File: src/rtl/seq_mag_comparator.sv
// Sequential magnitude comparator: compares two WIDTH-bit operands MSB-first,
// DIGIT bits per clock, stopping at the first differing digit. Supports
// unsigned or two's-complement ordering behind a start/busy/done handshake.
module seq_mag_comparator #(
  parameter int WIDTH = 4,
  parameter int DIGIT = 1,
  parameter int CNTW  = 4
) (
  input  logic             clock,
  input  logic             reset,
  input  logic             start,
  input  logic             signed_mode,
  input  logic [WIDTH-1:0] A,
  input  logic [WIDTH-1:0] B,
  output logic             busy,
  output logic             done,
  output logic             A_GT_B,
  output logic             A_LT_B,
  output logic             A_EQ_B,
  output logic [CNTW-1:0]  DIG_CNT
);

  localparam int              NUM_DIGITS   = WIDTH / DIGIT;
  localparam logic [CNTW-1:0] NUM_DIGITS_C = CNTW'(NUM_DIGITS);
  localparam logic [CNTW-1:0] LAST_IDX_C   = CNTW'(NUM_DIGITS - 1);
  localparam logic [CNTW-1:0] ONE_C        = CNTW'(1'b1);
  localparam logic [WIDTH-1:0] MSB_MASK_C  = WIDTH'(1'b1) << (WIDTH - 1);

  // Operands must split into whole digits; flag a bad instance when elaborated.
  if ((WIDTH % DIGIT) != 0) begin : g_bad_param
    $error("seq_mag_comparator: WIDTH (%0d) is not a multiple of DIGIT (%0d)", WIDTH, DIGIT);
  end

  typedef enum logic [0:0] {
    IDLE    = 1'b0,
    COMPARE = 1'b1
  } state_t;

  state_t            state_r, state_s;
  // Operands are shifted left one digit per step, so the digit under test is
  // always the top DIGIT bits; idx_r tracks which digit that is.
  logic [WIDTH-1:0]  a_r, a_s;
  logic [WIDTH-1:0]  b_r, b_s;
  logic [CNTW-1:0]   idx_r, idx_s;
  logic              busy_r, busy_s;
  logic              done_r, done_s;
  logic              gt_r, gt_s;
  logic              lt_r, lt_s;
  logic              eq_r, eq_s;
  logic [CNTW-1:0]   cnt_r, cnt_s;
  logic [DIGIT-1:0]  a_dig_s;
  logic [DIGIT-1:0]  b_dig_s;
  logic [WIDTH-1:0]  flip_s;

  // Next-state, datapath and output decode for the IDLE/COMPARE controller.
  always_comb begin
    state_s = state_r;
    a_s     = a_r;
    b_s     = b_r;
    idx_s   = idx_r;
    done_s  = 1'b0;
    gt_s    = gt_r;
    lt_s    = lt_r;
    eq_s    = eq_r;
    cnt_s   = cnt_r;
    a_dig_s = a_r[WIDTH-1 -: DIGIT];
    b_dig_s = b_r[WIDTH-1 -: DIGIT];
    // Flipping the sign bit maps two's-complement order onto unsigned order.
    flip_s  = signed_mode ? MSB_MASK_C : {WIDTH{1'b0}};

    case (state_r)
      IDLE: begin
        if (start) begin
          a_s     = A ^ flip_s;
          b_s     = B ^ flip_s;
          idx_s   = LAST_IDX_C;
          gt_s    = 1'b0;
          lt_s    = 1'b0;
          eq_s    = 1'b0;
          cnt_s   = {CNTW{1'b0}};
          state_s = COMPARE;
        end else begin
          state_s = IDLE;
        end
      end
      COMPARE: begin
        if (a_dig_s > b_dig_s) begin
          gt_s    = 1'b1;
          cnt_s   = NUM_DIGITS_C - idx_r;
          done_s  = 1'b1;
          state_s = IDLE;
        end else if (a_dig_s < b_dig_s) begin
          lt_s    = 1'b1;
          cnt_s   = NUM_DIGITS_C - idx_r;
          done_s  = 1'b1;
          state_s = IDLE;
        end else if (idx_r == {CNTW{1'b0}}) begin
          eq_s    = 1'b1;
          cnt_s   = NUM_DIGITS_C;
          done_s  = 1'b1;
          state_s = IDLE;
        end else begin
          a_s     = a_r << DIGIT;
          b_s     = b_r << DIGIT;
          idx_s   = idx_r - ONE_C;
          state_s = COMPARE;
        end
      end
      default: begin
        state_s = IDLE;
      end
    endcase

    busy_s = (state_s == COMPARE);
  end

  // State, operand and registered-output update with asynchronous clear.
  always_ff @(posedge clock or negedge reset) begin
    if (!reset) begin
      state_r <= IDLE;
      a_r     <= {WIDTH{1'b0}};
      b_r     <= {WIDTH{1'b0}};
      idx_r   <= {CNTW{1'b0}};
      busy_r  <= 1'b0;
      done_r  <= 1'b0;
      gt_r    <= 1'b0;
      lt_r    <= 1'b0;
      eq_r    <= 1'b0;
      cnt_r   <= {CNTW{1'b0}};
    end else begin
      state_r <= state_s;
      a_r     <= a_s;
      b_r     <= b_s;
      idx_r   <= idx_s;
      busy_r  <= busy_s;
      done_r  <= done_s;
      gt_r    <= gt_s;
      lt_r    <= lt_s;
      eq_r    <= eq_s;
      cnt_r   <= cnt_s;
    end
  end

  assign busy    = busy_r;
  assign done    = done_r;
  assign A_GT_B  = gt_r;
  assign A_LT_B  = lt_r;
  assign A_EQ_B  = eq_r;
  assign DIG_CNT = cnt_r;

endmodule

File: config.mk
export PLATFORM = sky130hd
export DESIGN_NAME = seq_mag_comparator
export DESIGN_NICKNAME = d
export VERILOG_FILES = /design/src/rtl/seq_mag_comparator.sv
export SDC_FILE = /design/constraint.sdc
export NUM_CORES = 1
export LEC_CHECK = 0
export CELL_PAD_IN_SITES_DETAIL_PLACEMENT = 0
export CELL_PAD_IN_SITES_GLOBAL_PLACEMENT = 1
export CORE_MARGIN = 8
export CORE_UTILIZATION = 39
export CTS_CLUSTER_SIZE = 24
export DETAILED_ROUTE_END_ITERATION = 10
export GPL_TIMING_DRIVEN = 0
export PLACE_DENSITY = 0.84
export SYNTH_ARGS = -nofsm -noshare
export SYNTH_HDL_FRONTEND = slang
export SYNTH_SLANG_ARGS = --single-unit
File: constraint.sdc
create_clock -name clock -period 2 [get_ports clock]
set_input_delay 0.6 -clock clock [delete_from_list [all_inputs] [get_ports clock]]
set_output_delay 0.6 -clock clock [all_outputs]
set_load 0.02 [all_outputs]
==> flow_metrics.env <==
export IMPL_outcome="completed"
export IMPL_io_buffer_count=20
export IMPL_ant_nets=0
export IMPL_worst_slew_pin_slew_ps=970
export IMPL_drive_gt1_frac=0.133
export IMPL_rsz0062_at_grt="no"
export IMPL_syn_nets=154
export IMPL_die_width_um=73.3
export IMPL_synth_ff_latch_count=21
export IMPL_path_clk_slew_ps=130
export IMPL_place_hpwl_um=2170
export IMPL_syn_area_um2=1280
export IMPL_p_seq_frac=0.307
export IMPL_clock_path_buffers=2
export IMPL_synthCells=141
export IMPL_synthToLayoutAreaGrowth_pct=22.2
export IMPL_path_cells="clkdlybuf4s50_1"
export IMPL_critPathArrivalTime_ps=1350
export IMPL_gp_congestion=0.791
export IMPL_grt_overflow=0
export IMPL_initial_core_util=0.396
export IMPL_critPathMaxStageDelay_ps=630
export IMPL_synth_edff_count=0
export IMPL_slew_violations=0
export IMPL_min_period_over_period=0.974
export IMPL_worstHoldPathType="register to register"
export IMPL_p_comb_frac=0.601
export IMPL_h_tree_depth=1
export IMPL_hold_buffers=0
export IMPL_synth_main_ff_cell="dfrtp_1"
export IMPL_whs_ps=547
export IMPL_avgSynthCellArea_um2=9.09
export IMPL_drc=0
export IMPL_max_slew_margin=0.351
export IMPL_grt_pass1_wl_um=5040
export IMPL_maxCapViolCount=0
export IMPL_path_buf_inv=1
export IMPL_grt_start_max_net_pins=22
export IMPL_p_per_area_nw_per_um2=1510
export IMPL_ys_seq_area_frac=0.410
export IMPL_die_area_um2=5380
export IMPL_cp_required_ps=1400
export IMPL_r2r_slack_ps=240
export IMPL_power_mw=2.37
export IMPL_min_period_ps=1950
export IMPL_yosys_warnings=0
export IMPL_io_pins=21
export IMPL_drt_iter0_markers=48
export IMPL_firstDrtPassIters=4
export IMPL_grt_usage=0.118
export IMPL_switching_share=0.458
export IMPL_critical_path_top_delay_family="buffers and inverters"
export IMPL_cts_tree="yes"
export IMPL_finalWirelength_um=2990
export IMPL_grt_pass1_vias=1071
export IMPL_clk_latency_ps=310
export IMPL_switchingPower_mw=1.08
export IMPL_p_int_mw=1.29
export IMPL_placed_cells_incl_taps=207
export IMPL_clkPwrFrac=0.092
export IMPL_cp_start_kind="register"
export IMPL_cp_max_fo=3
export IMPL_peakVddDrop_v=0.000748
export IMPL_antenna_found_initial=0
export IMPL_clockRootBuffer="clkbuf_4"
export IMPL_finalSetupTns_ps=0
export IMPL_report_final_setup_viol=0
export IMPL_core_um2=3230
export IMPL_hold_violations=0
export IMPL_synth_distinct_cells=41
export IMPL_slowest_stage="clkdlybuf4s50_1"
export IMPL_nets=179
export IMPL_vias=1082
export IMPL_rows=21
export IMPL_finClkSkew_ps=10.5
export IMPL_wl_per_cell_um=14.1
export IMPL_viasPerCell=5.13
export IMPL_n_fill_cell=335
export IMPL_critPathKind="register to output pin"
export IMPL_leakage_nw=0.693
export IMPL_cts_inserted_buffers=3
export IMPL_max_freq_ghz=0.513
export IMPL_cp_end_kind="output pin"
export IMPL_final_cells=211
export IMPL_die_y_um=73.3
export IMPL_async_flop_share=1.00
export IMPL_n_antenna_cell=0
export IMPL_clock_sinks=21
power groups by stage:
| stage | logic [mW] | registers, mW | clock network [mW] |
|---|---|---|---|
| 2_1_floorplan | 0.981 | 0.785 | 0 |
| 5_1_grt | 1.58 | 0.754 | 0.241 |
| 3_3_place_gp | 1.42 | 0.729 | 0 |
| 4_1_cts | 1.44 | 0.731 | 0.225 |
| 6_report | 1.42 | 0.728 | 0.218 |
| 3_5_place_dp | 1.44 | 0.739 | 0 |
per-stage QoR:
step	worst slack [ps]	util	area, um2
3_3_place_gp	-66.4	0.476	1540
4_1_cts	35.4	0.484	1570
6_report	51.8	0.484	1570
3_5_place_dp	-82.6	0.476	1540
2_1_floorplan	428	-	1280
5_1_grt	3.87	0.484	1570
area by class of cell:
cell class                      instances  area, um2  area share
Sequential cell                        21        526       0.336
Clock inverter                          1       5.00     0.00320
Inverter                                7       26.3      0.0168
Buffer                                 13       81.3      0.0520
Multi-Input combinational cell        100        648       0.414
Timing Repair Buffer                   20        199       0.127
Tap cell                               46       57.6      0.0368
Clock buffer                            3       22.5      0.0144
per-layer routing:
| layer | up-vias | GRT usage | part of all wire |
|---|---|---|---|
| met5 | - | 0 | 0 |
| met4 | 0 | 0.0466 | 0.0050 |
| met3 | 2 | 0.0246 | 0.041 |
| met2 | 18 | 0.180 | 0.46 |
| met1 | 514 | 0.159 | 0.50 |
| li1 | 548 | - | - |
placed cells by master (no fill, tap or decap), types with 2 or more instances in the layout:
master,instances
a211oi_1,4
a21boi_0,2
a21oi_1,6
a31oi_1,5
a32oi_1,3
and2_1,4
and3_1,2
buf_2,8
buf_4,2
buf_6,2
clkbuf_4,3
clkdlybuf4s50_1,19
dfrtp_1,21
inv_1,7
mux2i_1,2
nand2_1,9
nand3_1,5
nor2_1,9
nor2b_1,5
nor3_1,7
nor4_1,2
o211a_1,2
o21ai_0,9
o22ai_1,2
or3_1,2
xor2_1,4
registers in the layout, summed over array words and instances (netlist names), 4 cells and up:
name	count
idx_r	4
b_r	4
DIG_CNT	4
a_r	4
what timing repair did:
action	in CTS	in global routing
resized for setup	1	0
setup endpoints to repair	1	0
setup buffers	0	0
worst paths after layout:
path                                              from                     end  cells after the start
worst max register to register    idx_r[0]$_DFFE_PN0P_      b_r[3]$_DFFE_PN0P_                      6
min in group asynchronous                        reset    idx_r[1]$_DFFE_PN0P_                      1
worst max-delay path            DIG_CNT[2]$_DFFE_PN0P_              DIG_CNT[2]                      1
worst min register to register  DIG_CNT[0]$_DFFE_PN0P_  DIG_CNT[0]$_DFFE_PN0P_                      2
worst min-delay path            DIG_CNT[0]$_DFFE_PN0P_  DIG_CNT[0]$_DFFE_PN0P_                      2
max in group asynchronous                        reset          busy$_DFF_PN0_                      1
synth_stat cells, types with 4 or more instances:
library cell	instances	area share
a211oi_1	4	0.023
dfrtp_1	21	0.41
inv_1	7	0.021
nor2_1	9	0.026
and2_1	4	0.020
buf_2	8	0.031
a31oi_1	5	0.024
nor2b_1	5	0.024
nor3_1	7	0.027
nand3_1	5	0.020
nand2_1	9	0.026
o21ai_0	9	0.035
a21oi_1	6	0.023
xor2_1	4	0.027
cell families after synthesis:
logic type / share of synthesized area
simple gates: 0.214
xor+xnor: 0.0469
flops: 0.410
compound gates: 0.220
buf+inv: 0.0840
fa+ha+maj: 0.00976
mux: 0.0156
Note: power is estimated with default switching activity, not from simulation.
